<file path="src/rtl/bg_object_mux_if.sv">
// ---------------------------------------------------------------------------
// bg_object_mux_if
// Pixel-stream bundle between the draw stages and the object mux.
//   startOfFrame    : one-cycle pulse on the first pixel of a frame
//   BG_RGB          : background colour (RRRGGGBB)
//   boardersDrawReq : background stage is drawing the border
//   isred           : current background pixel is the red area
//   playerDrawReq / playerRGB : player object request and colour
//   enemyDrawReq  / enemyRGB  : enemy object request and colour
//   RGBOut          : registered final pixel colour towards the VGA controller
// Handshake: none -- every signal is a per-pixel sample taken on each rising
// clock edge; there is no valid/ready, the stream never stalls.
// master = pixel source side, slave = mux side.
// ---------------------------------------------------------------------------
interface bg_object_mux_if;
    logic       startOfFrame;
    logic [7:0] BG_RGB;
    logic       boardersDrawReq;
    logic       isred;
    logic       playerDrawReq;
    logic [7:0] playerRGB;
    logic       enemyDrawReq;
    logic [7:0] enemyRGB;
    logic [7:0] RGBOut;

    modport master (
        output startOfFrame, BG_RGB, boardersDrawReq, isred,
               playerDrawReq, playerRGB, enemyDrawReq, enemyRGB,
        input  RGBOut
    );

    modport slave (
        input  startOfFrame, BG_RGB, boardersDrawReq, isred,
               playerDrawReq, playerRGB, enemyDrawReq, enemyRGB,
        output RGBOut
    );
endinterface

</file>
<file path="src/rtl/bg_object_mux.sv">
// ---------------------------------------------------------------------------
// bg_object_mux
// Layers player and enemy sprites over the background and detects frames in
// which the player overlapped the red area for enough pixels.
//   clk        : system clock, all state on the rising edge
//   reset      : asynchronous active-high reset
//   pix        : pixel-stream bundle (slave side), carries RGBOut back out
//   clearCount : synchronous clear of hitCount (wins over an increment)
//   redHit     : one-cycle pulse after a frame that declared a hit
//   hitCount   : saturating count of declared hits
//   inCooldown : high while the FSM is in COOLDOWN
//   state_dbg  : raw FSM state (0 = ACTIVE, 1 = COOLDOWN)
// ---------------------------------------------------------------------------
module bg_object_mux #(
    parameter logic [7:0] TRANSPARENT     = 8'hFF,
    parameter int         HIT_MIN_PIXELS  = 4,
    parameter int         COOLDOWN_FRAMES = 2
) (
    input  logic              clk,
    input  logic              reset,
    bg_object_mux_if.slave    pix,
    input  logic              clearCount,
    output logic              redHit,
    output logic [7:0]        hitCount,
    output logic              inCooldown,
    output logic              state_dbg
);
    localparam int              FW      = (COOLDOWN_FRAMES < 2) ? 1 : $clog2(COOLDOWN_FRAMES + 1);
    localparam logic [FW-1:0]   CD_INIT = FW'(COOLDOWN_FRAMES);
    localparam logic [11:0]     HIT_CNT = 12'(HIT_MIN_PIXELS);

    typedef enum logic {
        ACTIVE   = 1'b0,
        COOLDOWN = 1'b1
    } state_t;

    state_t        state, state_next;
    logic [FW-1:0] frame_cnt, frame_next;
    logic [11:0]   overlap_cnt;
    logic          hit;

    logic player_drawing, enemy_drawing, overlap;
    logic [7:0] bg_colour;

    assign player_drawing = pix.playerDrawReq && (pix.playerRGB != TRANSPARENT);
    assign enemy_drawing  = pix.enemyDrawReq  && (pix.enemyRGB  != TRANSPARENT);
    assign overlap        = player_drawing && pix.isred;

    // Border and normal background both come from the background stage.
    assign bg_colour = pix.boardersDrawReq ? pix.BG_RGB : pix.BG_RGB;

    assign inCooldown = (state == COOLDOWN);
    assign state_dbg  = state;

    // Frame evaluation happens on startOfFrame using the count gathered
    // before this cycle. The !redHit term keeps the pulse from repeating on
    // back-to-back frame starts when the cooldown is zero frames long.
    always_comb begin
        state_next = state;
        frame_next = frame_cnt;
        hit        = 1'b0;
        if (pix.startOfFrame) begin
            case (state)
                ACTIVE: begin
                    if (overlap_cnt >= HIT_CNT && !redHit) begin
                        hit = 1'b1;
                        if (COOLDOWN_FRAMES != 0) begin
                            state_next = COOLDOWN;
                            frame_next = CD_INIT;
                        end
                    end
                end
                COOLDOWN: begin
                    // Results of frames seen here are dropped.
                    if (frame_cnt <= 1) begin
                        state_next = ACTIVE;
                        frame_next = '0;
                    end else begin
                        frame_next = frame_cnt - 1'b1;
                    end
                end
                default: state_next = ACTIVE;
            endcase
        end
    end

    always_ff @(posedge clk or posedge reset) begin
        if (reset) begin
            state       <= ACTIVE;
            frame_cnt   <= '0;
            overlap_cnt <= '0;
            redHit      <= 1'b0;
            hitCount    <= 8'h00;
            pix.RGBOut  <= 8'h00;
        end else begin
            state     <= state_next;
            frame_cnt <= frame_next;
            redHit    <= hit;

            if (player_drawing)     pix.RGBOut <= pix.playerRGB;
            else if (enemy_drawing) pix.RGBOut <= pix.enemyRGB;
            else                    pix.RGBOut <= bg_colour;

            // New frame restarts the count, including this cycle's own pixel.
            if (pix.startOfFrame)
                overlap_cnt <= {11'd0, overlap};
            else if (overlap && overlap_cnt != 12'hFFF)
                overlap_cnt <= overlap_cnt + 12'd1;

            if (clearCount)
                hitCount <= 8'h00;
            else if (hit && hitCount != 8'hFF)
                hitCount <= hitCount + 8'd1;
        end
    end
endmodule

</file>
<file path="src/flat_wrapper.sv">
// flat-port wrapper written by rule: the top's interface ports become plain ports
module bg_object_mux_flat 
#(
    parameter logic [7:0] TRANSPARENT     = 8'hFF,
    parameter int         HIT_MIN_PIXELS  = 4,
    parameter int         COOLDOWN_FRAMES = 2
)
  (clk, reset, clearCount, redHit, hitCount, inCooldown, state_dbg, pix_startOfFrame, pix_BG_RGB, pix_boardersDrawReq, pix_isred, pix_playerDrawReq, pix_playerRGB, pix_enemyDrawReq, pix_enemyRGB, pix_RGBOut);
  bg_object_mux_if pix_i ();
  input  logic clk;
  input  logic reset;
  input  logic clearCount;
  output logic redHit;
  output logic [7:0] hitCount;
  output logic inCooldown;
  output logic state_dbg;
  input wire logic [$bits(pix_i.startOfFrame)-1:0] pix_startOfFrame;
  input wire logic [$bits(pix_i.BG_RGB)-1:0] pix_BG_RGB;
  input wire logic [$bits(pix_i.boardersDrawReq)-1:0] pix_boardersDrawReq;
  input wire logic [$bits(pix_i.isred)-1:0] pix_isred;
  input wire logic [$bits(pix_i.playerDrawReq)-1:0] pix_playerDrawReq;
  input wire logic [$bits(pix_i.playerRGB)-1:0] pix_playerRGB;
  input wire logic [$bits(pix_i.enemyDrawReq)-1:0] pix_enemyDrawReq;
  input wire logic [$bits(pix_i.enemyRGB)-1:0] pix_enemyRGB;
  output wire logic [$bits(pix_i.RGBOut)-1:0] pix_RGBOut;
  assign pix_i.startOfFrame = pix_startOfFrame;
  assign pix_i.BG_RGB = pix_BG_RGB;
  assign pix_i.boardersDrawReq = pix_boardersDrawReq;
  assign pix_i.isred = pix_isred;
  assign pix_i.playerDrawReq = pix_playerDrawReq;
  assign pix_i.playerRGB = pix_playerRGB;
  assign pix_i.enemyDrawReq = pix_enemyDrawReq;
  assign pix_i.enemyRGB = pix_enemyRGB;
  assign pix_RGBOut = pix_i.RGBOut;
  bg_object_mux #(.TRANSPARENT(TRANSPARENT), .HIT_MIN_PIXELS(HIT_MIN_PIXELS), .COOLDOWN_FRAMES(COOLDOWN_FRAMES)) u_core (.clk(clk), .reset(reset), .pix(pix_i), .clearCount(clearCount), .redHit(redHit), .hitCount(hitCount), .inCooldown(inCooldown), .state_dbg(state_dbg));
endmodule
</file>
<file path="config.mk">
export PLATFORM = sky130hd
export DESIGN_NAME = bg_object_mux_flat
export DESIGN_NICKNAME = d
export VERILOG_FILES = /design/src/rtl/bg_object_mux_if.sv /design/src/rtl/bg_object_mux.sv /design/src/flat_wrapper.sv
export SDC_FILE = /design/constraint.sdc
export NUM_CORES = 1
export LEC_CHECK = 0
export CAP_MARGIN = 10
export CORE_ASPECT_RATIO = 1.1
export CORE_MARGIN = 4
export CORE_UTILIZATION = 43
export CTS_CLUSTER_SIZE = 14
export DETAILED_ROUTE_END_ITERATION = 7
export PLACE_DENSITY = 0.88
export SLEW_MARGIN = 20
export SYNTH_ARGS = -nofsm -noshare
export SYNTH_HDL_FRONTEND = slang
export SYNTH_SLANG_ARGS = --single-unit
export TNS_END_PERCENT = 100
</file>
<file path="constraint.sdc">
create_clock -name clk -period 1.8 [get_ports clk]
set_input_delay 0.36 -clock clk [delete_from_list [all_inputs] [get_ports clk]]
set_output_delay 0.36 -clock clk [all_outputs]
set_load 0.1 [all_outputs]
</file>
# [Yosys cells after proc, flatten, opt, wreduce, memory -nomap -nowiden]
# Index checks and enable logic that the tools add are counted.
[totals] wordCells=41 latch_bits=0 inputBits=32 mem_count=0 rom_bits=0 register_bits=32 out_inout_bits=19 ramBits=0
[op_classes] mul=0 n_lt_le_gt_ge=2 reduce_logical=10 muxes=14 n_shift=0 eq_ne=5 addsub=3 div_mod_pow=0 bitwise_logic=1
[ops] cell="2-to-1 mux 8 bit" n=4
[ops] cell="2-to-1 mux 12 bit" n=2
[ops] cell="inequality test 8 bit (second input constant)" n=3
[ops] cell="adder 12 x 1 -> 12 bit (second input constant)" n=1
[ops] cell=">= comparator 12 x 3 -> 1 bit (second input constant)" n=1
[ops] cell="inequality test 12 bit (second input constant)" n=1
[ops] cell="adder 8 x 1 -> 8 bit (second input constant)" n=1
[ops] cell="logical AND 1 bit" n=6
[ops] cell="2-to-1 mux 1 bit" n=4
[ops] cell="2-to-1 mux 2 bit" n=2
[ops] cell="case mux 2 bit (2 select lines)" n=1
[ops] cell="nonzero test 2 bit" n=2
[ops] cell="less-or-equal comparator 2 x 1 -> 1 bit (second input constant)" n=1
[ops] cell="inequality test 2 x 1 -> 1 bit (second input constant)" n=1
[ops] cell="case mux 1 bit (2 select lines)" n=1
[ops] cell="AND reduction 2 bit" n=1
[ops] cell="subtractor 2 x 1 -> 2 bit (second input constant)" n=1
[ops] cell="logical NOT 1 bit" n=1
[ops] cell="inverter 1 bit" n=1

# [Logic depth before layout (Yosys ltp)]
# Gate-level depths: netlist of run 1.
[logic_depth] ltp_word=8 ltp_mapped=5 depth_no_buf=5

# [Worst setup path after synthesis of run 1]
# OpenSTA, ideal clock, no wires.
[synth_timing] path_type="register to register" startpoint="register u_core.hitCount[0]" endpoint="register u_core.hitCount[6]" setup_ns=0.125 path_stages_with_launch=6 path_buffers=0 arrival_time_ns=2.134 path_slack_ns=-0.459 period_less_slack_ns=2.259 path_cell_list="dfrtp_1 > ha_1 > nand3_1 > o21ai_1 > nor4_1 > mux2_2"
[synth_between] elab_chain_len=3
[synth_lines] item="start: declaration" line_no="bg_object_mux.sv:24" rtl="output logic [7:0] hitCount,"
[synth_lines] item="start signal: assignment" line_no="bg_object_mux.sv:113" rtl="hitCount <= hitCount + 8'd1;"
[synth_lines] item="adder 8 x 1 -> 8 bit / inequality test 8 bit (equally long branches)" line_no="bg_object_mux.sv:113, bg_object_mux.sv:112"
[synth_lines] item="2-to-1 mux 8 bit / logical AND 1 bit (equally long branches)" line_no="bg_object_mux.sv:112" rtl="else if (hit && hitCount != 8'hFF)"
[synth_lines] item="2-to-1 mux 8 bit / nonzero test 2 bit (equally long branches)"
# Several ways; a longest one is shown, not always the timed one. The select of a mux whose other input is x is not followed.
# A chain may end at the register's enable or synchronous reset.

# [Final worst setup path of run 1]
[layout_timing] startpoint="input port pix_playerRGB[2]" endpoint="register u_core.overlap_cnt[7]"
[layout_between] elab_chain_len=5
[layout_lines] item="start: declaration" line_no="flat_wrapper.sv:22" rtl="input wire logic [$bits(pix_i.playerRGB)-1:0] pix_playerRGB;"
[layout_lines] item="inequality test 8 bit" line_no="bg_object_mux.sv:45" rtl="assign player_drawing = pix.playerDrawReq && (pix.playerRGB != TRANSPARENT);"
[layout_lines] item="logical AND 1 bit" line_no="bg_object_mux.sv:45"
[layout_lines] item="logical AND 1 bit" line_no="bg_object_mux.sv:47" rtl="assign overlap = player_drawing && pix.isred;"
[layout_lines] item="logical AND 1 bit" line_no="bg_object_mux.sv:107" rtl="else if (overlap && overlap_cnt != 12'hFFF)"
[layout_lines] item="nonzero test 2 bit (no line)"
[layout_lines] item="end signal: assignment" line_no="bg_object_mux.sv:106" rtl="overlap_cnt <= {11'd0, overlap};"
[layout_lines] item="end signal: assignment" line_no="bg_object_mux.sv:108" rtl="overlap_cnt <= overlap_cnt + 12'd1;"
[layout_lines] item="end: declaration" line_no="bg_object_mux.sv:39" rtl="logic [11:0] overlap_cnt;"
# Every way passes these cells.

==> reports/metrics.csv, run 1 <==
metric,value,unit
Internal,1.29,mW
Achievable Freq,564,MHz
Mapped Nets,225,
row cnt,24,
Post-Route Setup TNS,0,ns
Fill cells,276,
max cap viols,0,
CTS Buffer Depth,2,
startpoint type of the worst setup path,input port,
Final setup viols,0,
share of the synthesized area in the top cell type,0.447,
reg2reg setup slack,0.03,ns
crit path kind,input port to flip-flop,
CTS Buf Count,5,
Worst EP required,2.01,ns
via count,1823,
die area,5260,um^2
drt first pass iters,4,
"Seq/Total Area, Yosys",0.447,
CP arrival,1.98,ns
Yosys reg bits,32,
diode count,0,
clock skew,0.00741,ns
First DRT Iteration DRCs,107,
Placer Congestion,0.892,
Comb pwr share,0.229,
grt ovf,0,
Final ANT Viol Nets,0,
# IOs,51,
Total Power,1.81,mW
pwr/cell area,620,nW/um^2
Syn Inst Count,190,
CTS Hold Buffers Added,0,
Max Slew Vio Count,0,
Post-synth EDFFs,0,
post-route minimum period,1.77,ns
chip height,75.7,um
DRC errors left,0,
Switching Share,0.289,
clock-pin slew on the worst setup and hold paths,0.07,ns
global-route usage over all layers,0.184,
P_leak,1.20,nW
status,finished clean,
hpwl dp,3570,um
DR vias/cell,5.71,
drt wl/cell,15.0,um
fin util,0.731,
vias in the first global route,1766,
crit end category,flip-flop,
Post-Synthesis Cell Area,1790,um^2
root buffer cell,clkbuf_8,
"Async S/R FF share, synth",1.00,
Min-Delay Path Class,input port to flip-flop,
Worst slew margin,0.726,
Mean Syn Cell Area,9.43,um^2
Synth top cells by count,"dfrtp_1 (32), a21oi_1 (23), nor2_1 (17), o21ai_0 (10)",
Initial Utilization,0.449,
CTS tree,yes,
top-count cell post-synth,dfrtp_1,
Post-Route WL,4790,um
largest net degree at the start of global routing,33,
Synth-to-Final Area Change,62.9,%
net switching power figure,0.523,mW
Clock power frac,0.341,
fin nets,301,
Synth area leader,dfrtp_1,
count of cell types in the netlist,35,
IO buf count,49,
Core Region,3990,um^2
worst-skew pair later-pin latency,0.29,ns
Slew @ Worst Pin,0.407,ns
first-pass GRT wire length,7580,um
Final Cycle Share,0.984,
final hold violation count,0,
largest fanout on the critical path,11,
Post-Layout Cell Count,319,
Synth area leaders,"dfrtp_1 (45%), a21oi_1 (6.4%), mux2i_1 (4.5%)",
Die X,69.5,um
Synth Warn #,0,
layout cells sized above 1,0.333,
unrepaired setup endpoints after global routing,yes,
CTS H-tree depth,2,
dpl cells,309,
top_reg_cell synth,dfrtp_1,
Clock Sink Count,32,
initial antenna violation count,0,
power share of the sequential group,0.430,
Max IR drop VDD,0.453,mV
timing repair:
item / CTS / global route
gates resized for setup: 7 / 12
pin swaps: 3 / 7
setup endpoints to repair: 7 / 10
setup buffers: 0 / 2
routing by layer:
layer	up-vias	track usage	wire length [um]
li1	871	-	-
met1	869	0.173	1760
met2	73	0.377	2630
met3	10	0.0462	280
met4	0	0.0846	117
met5	-	0	0
worst max-delay path, stage by stage:
cell	delay, ns
clkdlybuf4s50_1	0.42
and4_4	0.21
a21o_4	0.25
or4_1	0.55
a21oi_2	0.18
final cells by class:
type,instances,area [um^2],area share
Clock buffer,8,100,0.0343
Inverter,6,22.5,0.00772
Multi-Input combinational cell,145,982,0.336
Sequential cell,32,826,0.283
Tap cell,52,65.1,0.0223
Timing Repair Buffer,76,923,0.316
placed cells by master (no fill, tap or decap), types with 3 or more instances in the layout:
cell             instances
nor2_1                  17
nor2b_1                  6
o31ai_1                  7
buf_12                  22
clkdlybuf4s50_1         29
dfrtp_4                  3
nand3_1                  9
or4_1                    7
buf_4                   24
dfrtp_1                 18
nor4_1                   5
o21ai_0                 10
nand2_1                  9
or3_1                    3
a21oi_1                 21
nand4_1                  6
clkbuf_8                 7
inv_1                    5
mux2_2                   6
dfrtp_2                 11
mux2i_1                  8
path summary, 6_finish.rpt:
kind / from / end / depth (start not counted)
min in group asynchronous: reset / u_core.pix.RGBOut[5] / 3
max in group asynchronous: reset / u_core.hitCount[1] / 3
hold reg to reg: u_core.frame_cnt[0] / u_core.frame_cnt[0] / 1
setup reg to reg: u_core.overlap_cnt[0] / u_core.overlap_cnt[10] / 5
setup / recovery: pix_playerRGB[2] / u_core.overlap_cnt[7] / 5
hold / removal: pix_playerRGB[0] / u_core.pix.RGBOut[0] / 3
cell families after synthesis:
group           share of synthesized area
compound gates                      0.174
fa+ha+maj                          0.0210
buf+inv                            0.0293
flops                               0.447
mux                                0.0824
simple gates                        0.247
sequential cells by signal (all words and copies together) (netlist names):
signal,count
u_core.inCooldown,1
u_core.frame_cnt,2
u_core.pix.RGBOut,8
u_core.overlap_cnt,12
u_core.redHit,1
u_core.hitCount,8
per-stage QoR:
stage,worst slack [ns],area [um^2],hold slack (ns)
floorplan,0.0225,1820,0.468
CTS,0.00485,2880,0.409
detailed placement,-0.402,2760,0.507
global route,-0.0140,2920,0.402
finish,0.0282,2920,0.397
global placement,-0.310,2760,0.486
power by group through the flow:
stage | clock network, mW | registers [mW] | logic (mW)
2_1_floorplan | 0 | 0.901 | 0.0921
3_3_place_gp | 0 | 0.790 | 0.403
3_5_place_dp | 0 | 0.792 | 0.410
4_1_cts | 0.632 | 0.778 | 0.414
5_1_grt | 0.660 | 0.781 | 0.436
6_report | 0.618 | 0.779 | 0.414
No activity file was read; power rests on OpenSTA's default activity.
==> inputs of run 2 (changes only) <==
--- a/config.mk
+++ b/config.mk
@@ -9,6 +9,7 @@
 export CORE_ASPECT_RATIO = 1.1
 export CORE_MARGIN = 4
 export CORE_UTILIZATION = 43
+export CTS_CLUSTER_DIAMETER = 120
 export CTS_CLUSTER_SIZE = 14
 export DETAILED_ROUTE_END_ITERATION = 7
 export PLACE_DENSITY = 0.88
==> results of run 2 <==
No change in the layout: final DEF, timing and power equal those of run 1.
==> inputs of run 3 (changes only) <==
--- a/config.mk
+++ b/config.mk
@@ -7,12 +7,12 @@
 export LEC_CHECK = 0
 export CAP_MARGIN = 10
 export CORE_ASPECT_RATIO = 1.1
-export CORE_MARGIN = 4
-export CORE_UTILIZATION = 43
+export CORE_MARGIN = 2
+export CORE_UTILIZATION = 51
 export CTS_CLUSTER_DIAMETER = 120
 export CTS_CLUSTER_SIZE = 14
 export DETAILED_ROUTE_END_ITERATION = 7
-export PLACE_DENSITY = 0.88
+export PLACE_DENSITY = 0.95
 export SLEW_MARGIN = 20
 export SYNTH_ARGS = -nofsm -noshare
 export SYNTH_HDL_FRONTEND = slang
==> constraint.sdc (replaced) <==
create_clock -name clk -period 2.1 [get_ports clk]
set_input_delay 0.42 -clock clk [delete_from_list [all_inputs] [get_ports clk]]
set_output_delay 0.42 -clock clk [all_outputs]
set_load 0.1 [all_outputs]
==> reports/metrics.csv, run 3 (synthesis gave the netlist of run 1 again) <==
metric,value,unit,change
startpoint type of the worst setup path,flip-flop,,was input port
worst-skew pair later-pin latency,0.33,ns,was 0.29 ns
"most common cell after layout, fill and taps aside",clkdlybuf4s50_1,,unchanged
Achievable Freq,527,MHz,
PostCTS Resize Cnt,0,,was 7
P_leak,1.01,nW,was 1.20 nW
Max Slew Vio Count,0,,unchanged
Placer Congestion,0.796,,was 0.892
final hold violation count,0,,unchanged
hpwl dp,3160,um,was 3570 um
Clock Sink Count,32,,unchanged
final hold slack,0.458,ns,was 0.397 ns
Final ANT Viol Nets,0,,unchanged
First DRT Iteration DRCs,79,,was 107
# IOs,51,,unchanged
via count,1700,,was 1823
worst path cell trace,nand4_4 > or4b_4 > or4_1 > a21oi_1,,was clkdlybuf4s50_1 > and4_4 > a21o_4 > or4_1 > a21oi_2
pwr/cell area,549,nW/um^2,was 620 nW/um^2
CTS Buffer Depth,2,,unchanged
CTS Hold Buffers Added,0,,unchanged
grt ovf,0,,unchanged
Final Cycle Share,0.903,,
clock-pin slew on the worst setup and hold paths,0.09,ns,was 0.07 ns
post-route minimum period,1.90,ns,
IO buf count,49,,unchanged
CTS Buf Count,5,,unchanged
Largest register FFs,12,,unchanged
Largest Register,u_core.overlap_cnt,,unchanged
Final setup viols,0,,unchanged
initial antenna violation count,0,,unchanged
crit-path max cell delay,0.57,ns,was 0.55 ns
Max IR drop VDD,0.414,mV,was 0.453 mV
Worst EP required,2.35,ns,was 2.01 ns
status,finished clean,,unchanged
CTS H-tree depth,2,,unchanged
Worst slew margin,0.594,,was 0.726
first-pass GRT wire length,7110,um,was 7580 um
DR vias/cell,5.76,,was 5.71
reg2reg start,u_core.overlap_cnt[3],,was u_core.overlap_cnt[0]
crit path kind,flip-flop to flip-flop,,was input port to flip-flop
die area,4000,um^2,was 5260 um^2
Post-Route Setup TNS,0,ns,unchanged
row cnt,22,,was 24
unrepaired setup endpoints after global routing,no,,was yes
Synth-to-Final Area Change,32.9,%,was 62.9%
drt wl/cell,13.6,um,was 15.0 um
top flop regs,"u_core.overlap_cnt (12), u_core.hitCount (8), u_core.pix.RGBOut (8)",,unchanged
Post-DP Area,2320,um^2,was 2760 um^2
global-route usage over all layers,0.241,,was 0.184
crit path capture,u_core.overlap_cnt[10],,was u_core.overlap_cnt[7]
most frequent cells in the layout,"clkdlybuf4s50_1 (30), dfrtp_1 (28), buf_4 (26)",,"was clkdlybuf4s50_1 (29), buf_4 (24), buf_12 (22)"
R2R cell count,4,,was 5
root buffer cell,clkbuf_4,,was clkbuf_8
largest fanout on the critical path,7,,was 11
crit end category,flip-flop,,unchanged
Die X,60.5,um,was 69.5 um
CTS tree,yes,,unchanged
crit path from,u_core.overlap_cnt[3],,was pix_playerRGB[2]
Post-Route WL,4020,um,was 4790 um
largest net degree at the start of global routing,33,,unchanged
Critical Path Slowest Stage Cell,or4b_4,,was or4_1
Initial Utilization,0.534,,was 0.449
reg2reg setup slack,0.20,ns,was 0.03 ns
clock skew,0.00462,ns,was 0.00741 ns
fin nets,281,,was 301
drt first pass iters,4,,unchanged
cell area after layout,2380,um^2,was 2920 um^2
layout cells sized above 1,0.186,,was 0.333
CP arrival,2.15,ns,was 1.98 ns
Min-Delay Path Class,input port to async pin,,was input port to flip-flop
setup bufs post-CTS,0,,unchanged
fin util,0.709,,was 0.731
vias in the first global route,1614,,was 1766
diode count,0,,unchanged
DRC errors left,0,,unchanged
worst r2r dst,u_core.overlap_cnt[10],,unchanged
Total Power,1.31,mW,was 1.81 mW
max cap viols,0,,unchanged
Core Region,3360,um^2,was 3990 um^2
chip height,66.2,um,was 75.7 um
Slew @ Worst Pin,0.604,ns,was 0.407 ns
-- run 3: how the worst min path moves through the flow --
stage,start,endpoint,cells after the start
floorplan,u_core.frame_cnt[0],u_core.frame_cnt[0],1
global placement,u_core.frame_cnt[0],u_core.frame_cnt[0],1
detailed placement,u_core.frame_cnt[0],u_core.frame_cnt[0],1
CTS,reset,u_core.hitCount[6],3
global route,reset,u_core.hitCount[6],3
finish,reset,u_core.hitCount[7],3
-- run 3: critical path, delay by kind of cell (launching register included) --
family,cells,cell delay [ns]
AO/OA/AOI/OAI,1,0.16
flip-flops,1,0.49
AND/OR/NAND/NOR,3,1.17
-- run 3: metal layers --
metal / vias to the layer above / global-route usage / routed length, um
li1: 835 / - / -
met1: 791 / 0.266 / 1540
met2: 62 / 0.405 / 2070
met3: 12 / 0.102 / 325
met4: 0 / 0.0951 / 85
met5: - / 0 / 0
-- run 3: power by group --
part	total (mW)	internal [mW]	switching, mW
Clock	0.358	0.165	0.193
Combinational	0.289	0.104	0.186
Sequential	0.660	0.643	0.0174
-- run 3: stage by stage --
step,std cells,setup slack (ns)
floorplan,190,0.00511
global placement,287,-0.0955
detailed placement,287,-0.123
CTS,295,0.195
global route,295,0.0869
finish,295,0.204
-- run 3: cell type report --
type | instances | area [um^2]
Fill cell | 275 | 977
Multi-Input combinational cell | 145 | 938
Sequential cell | 32 | 806
Timing Repair Buffer | 56 | 495
Tap cell | 48 | 60.1
Clock buffer | 8 | 58.8
Inverter | 6 | 22.5
==> patch 1, RTL diff (settings of run 1) <==
`COOLDOWN_FRAMES` is set to 2 in 2 places; all go to 1.
--- a/src/rtl/bg_object_mux.sv
+++ b/src/rtl/bg_object_mux.sv
@@ -14,7 +14,7 @@
 module bg_object_mux #(
     parameter logic [7:0] TRANSPARENT     = 8'hFF,
     parameter int         HIT_MIN_PIXELS  = 4,
-    parameter int         COOLDOWN_FRAMES = 2
+    parameter int         COOLDOWN_FRAMES = 1
 ) (
     input  logic              clk,
     input  logic              reset,
--- a/src/flat_wrapper.sv
+++ b/src/flat_wrapper.sv
@@ -3,7 +3,7 @@
 #(
     parameter logic [7:0] TRANSPARENT     = 8'hFF,
     parameter int         HIT_MIN_PIXELS  = 4,
-    parameter int         COOLDOWN_FRAMES = 2
+    parameter int         COOLDOWN_FRAMES = 1
 )
   (clk, reset, clearCount, redHit, hitCount, inCooldown, state_dbg, pix_startOfFrame, pix_BG_RGB, pix_boardersDrawReq, pix_isred, pix_playerDrawReq, pix_playerRGB, pix_enemyDrawReq, pix_enemyRGB, pix_RGBOut);
   bg_object_mux_if pix_i ();
Check against the original RTL: not equivalent (a bounded check fails within 10 cycles, from zero or initial values and one cycle with reset high).
==> patch 1 against run 1 <==
The run now ends with negative setup slack left. Critical endpoint unchanged. Area after synthesis decreased by 7.0%. Die area decreased by 6.2%. Sequential cell count decreased by 2. Cell area increased by 3.6%. Total power decreased by 9.9%. Clock skew decreased by 4.3 ps. Routed wire length increased by 45%. Highest routed layer unchanged. Sequential power decreased by 8.3%. Worst setup slack got worse by 240 ps. Non-clock buffer count increased by 11. First-iteration DRC count increased by 67%.
==> patch 1: results <==
export IMPL_placed_cells=291
export IMPL_leakage_uw=0.00129
export IMPL_first_global_vias=1798
export IMPL_antenna_found_initial=1
export IMPL_yosys_area_share_adder_pct=2.25
export IMPL_worst_slack_ps=-212
export IMPL_gp_congestion=0.794
export IMPL_seqCellArea_um2=769
export IMPL_pre_cts_ws_ps=-296
export IMPL_wl_met1_um=2340
export IMPL_fillers=199
export IMPL_synth_cell_type_count=38
export IMPL_synth_mux_area_share_pct=9.01
export IMPL_worstPathArrival_ps=2220
export IMPL_grt_pass1_wl_um=8560
export IMPL_worstMarginPinSlew_ps=671
export IMPL_layout_drive_gt1_share_pct=42.7
export IMPL_grt_util_met3_pct=6.57
export IMPL_setup_violations=20
export IMPL_dp_hpwl_um=3580
export IMPL_skew_ps=3.06
export IMPL_avgSynthCellArea_um2=9.75
export IMPL_place_area_um2=2650
export IMPL_synth_compound_area_share_pct=16.5
export IMPL_violations="negative setup slack"
export IMPL_grt_start_max_net_pins=31
export IMPL_syn_nets=206
export IMPL_routed_wl_um=6930
export IMPL_dr_pass1_iters=5
export IMPL_status="finished with violations"
export IMPL_fin_cells=311
export IMPL_grt_use_met2_pct=42.1
export IMPL_vias=1955
export IMPL_grt_util_met1_pct=26.4
export IMPL_ys_seq_area_share_pct=45.0
export IMPL_cp_max_fo=6
export IMPL_tns_ps=-2260
-- patch 1: changes by cell type after synthesis, moves of 3 or more --
cell	before	now
nand3_1	9	5
nand2_1	9	5
o21ai_1	2	5
nor2_1	17	13
clkbuf_1	6	3
o21ai_0	10	2
inv_1	6	10
nor4_1	6	2
mux2_1	0	4
mux2_2	6	0
-- patch 1: final cells by class --
cell class / instances / area share (%)
Multi-Input combinational cell: 124 / 34.8
Timing Repair Buffer: 87 / 33.6
Antenna cell: 1 / 0.0827
Clock buffer: 8 / 2.65
Inverter: 11 / 1.37
Sequential cell: 30 / 25.4
Tap cell: 50 / 2.07
-- patch 1: power breakdown --
group,internal (µW),switching (µW)
sequential,695,19.6
combinational,169,228
clock,274,244
total,1140,492
-- patch 1: path summary, 6_finish.rpt --
kind	from	to	slack, ps	depth (start not counted)
setup / recovery	u_core.overlap_cnt[1]	u_core.overlap_cnt[7]	-210	6
hold / removal	pix_playerRGB[0]	u_core.pix.RGBOut[0]	430	3
setup reg to reg	u_core.overlap_cnt[1]	u_core.overlap_cnt[7]	-210	6
hold reg to reg	u_core.hitCount[7]	u_core.hitCount[7]	600	2
max in group asynchronous	reset	u_core.hitCount[0]	1040	3
min in group asynchronous	reset	u_core.overlap_cnt[4]	440	3
-- patch 1: what timing repair did --
| action | in CTS | in global routing |
|---|---|---|
| buffers inserted | 2 | 8 |
| gates resized for setup | 11 | 36 |
| pin swaps | 6 | 12 |
| gates cloned | 0 | 1 |
| endpoints found under the setup margin | 13 | 29 |
-- patch 1: worst max-delay path, stage by stage (launching register included) --
cell,delay [ps]
dfrtp_1,420
ha_4,190
nand4_1,270
nor3_4,510
buf_4,220
o31ai_1,120
a21oi_2,190
==> patch 2, RTL diff (settings of run 1) <==
Made on the original files. Register the input `clearCount` before use, cleared by the reset. The logic sees it one clock later. The other inputs are not delayed to match.
--- a/src/rtl/bg_object_mux.sv
+++ b/src/rtl/bg_object_mux.sv
@@ -33,6 +33,16 @@
         ACTIVE   = 1'b0,
         COOLDOWN = 1'b1
     } state_t;
+
+    logic clearCount_q;
+
+    always_ff @(posedge clk or posedge reset) begin
+        if (reset) begin
+            clearCount_q <= '0;
+        end else begin
+            clearCount_q <= clearCount;
+        end
+    end
 
     state_t        state, state_next;
     logic [FW-1:0] frame_cnt, frame_next;
@@ -107,7 +117,7 @@
             else if (overlap && overlap_cnt != 12'hFFF)
                 overlap_cnt <= overlap_cnt + 12'd1;
 
-            if (clearCount)
+            if (clearCount_q)
                 hitCount <= 8'h00;
             else if (hit && hitCount != 8'hFF)
                 hitCount <= hitCount + 8'd1;
Check against the original RTL: not equivalent (Yosys sat finds a counterexample within 10 cycles, from zero or initial values and one cycle with reset high).
==> patch 2 against run 1 <==
The flow now finishes with violations (negative setup slack). Area after synthesis is 0.63% higher. Worst setup slack worse by 32 ps. Synthesized cell count is 0.53% lower. Cell area is 0.39% lower. Sequential cell count is 1 higher. Cell count is 2.5% lower. Routed wire length is 12% higher. Maximum frequency is 1.8% lower. Total power is 8.0% higher. Register-to-register slack better by 50 ps. Critical path type unchanged.
==> patch 2: results <==
export IMPL_violations="negative setup slack"
export IMPL_crit_end="u_core.overlap_cnt[9]"
export IMPL_grt_pass1_wl_um=8130
export IMPL_ff2ff_path_depth=6
export IMPL_rrSetupSlack_ps=80
export IMPL_synth_cell_type_count=36
export IMPL_fin_hold_ws_ps=490
export IMPL_worstPathArrival_ps=2020
export IMPL_fin_cells=311
export IMPL_fillers=254
export IMPL_pre_cts_ws_ps=-339
export IMPL_first_global_vias=1779
export IMPL_tns_ps=-4.20
export IMPL_crit_start="pix_playerRGB[3]"
export IMPL_skew_ps=2.92
export IMPL_setup_violations=1
export IMPL_yosys_area_share_adder_pct=2.08
export IMPL_synthTopCellsByCount="dfrtp_1 (33), a21oi_1 (24), nor2_1 (16), nand3_1 (9), or4_1 (9)"
export IMPL_synth_mux_area_share_pct=7.56
export IMPL_syn_inst=189
export IMPL_leakage_uw=0.00117
export IMPL_ys_seq_area_share_pct=45.8
export IMPL_layout_drive_gt1_share_pct=31.3
export IMPL_dr_pass1_iters=4
export IMPL_status="finished with violations"
export IMPL_reg2reg_from="u_core.overlap_cnt[1]"
export IMPL_place_area_um2=2730
export IMPL_worst_slack_ps=-4.20
export IMPL_worstMarginPinSlew_ps=449
export IMPL_hold_class="input port to async pin"
export IMPL_ys_top_cells_by_area="dfrtp_1 (46%), a21oi_1 (6.7%), mux2i_1 (4.4%), or4_1 (3.7%), nor2_1 (3.3%)"
export IMPL_vias_per_cell=5.90
export IMPL_vdd_drop_max_uv=490
export IMPL_syn_nets=224
export IMPL_gp_congestion=0.900
export IMPL_dp_hpwl_um=3850
## patch 2: repair_timing
action,in CTS,in global routing
resized for setup,1,13
endpoints found under the setup margin,2,10
pin swaps,1,2
## patch 2: routing by layer
layer / wire (µm) / GRT usage [%] / vias up
li1: - / - / 853
met1: 1850 / 18.7 / 877
met5: 0 / 0 / -
met3: 313 / 4.23 / 26
met4: 205 / 8.24 / 0
met2: 2970 / 36.9 / 79
## patch 2: power by group
group          internal [µW]  switching, µW  total [µW]
logic                    182            232         414
clock network            451            275         726
registers                778           36.9         815
## patch 2: worst max-delay path, stage by stage
cell	delay, ps
clkdlybuf4s50_1	420
and4_4	220
a211o_4	370
or4_4	500
a21oi_2	150
## patch 2: cell type report
type	instances	area [µm²]	share of cell area, %
multi-input combinational	140	997	34.3
timing repair buffer	71	858	29.5
sequential	33	845	29.0
clock buffer	7	86.3	2.97
tap	52	65.1	2.24
clock inverter	1	30.0	1.03
inverter	7	26.3	0.904
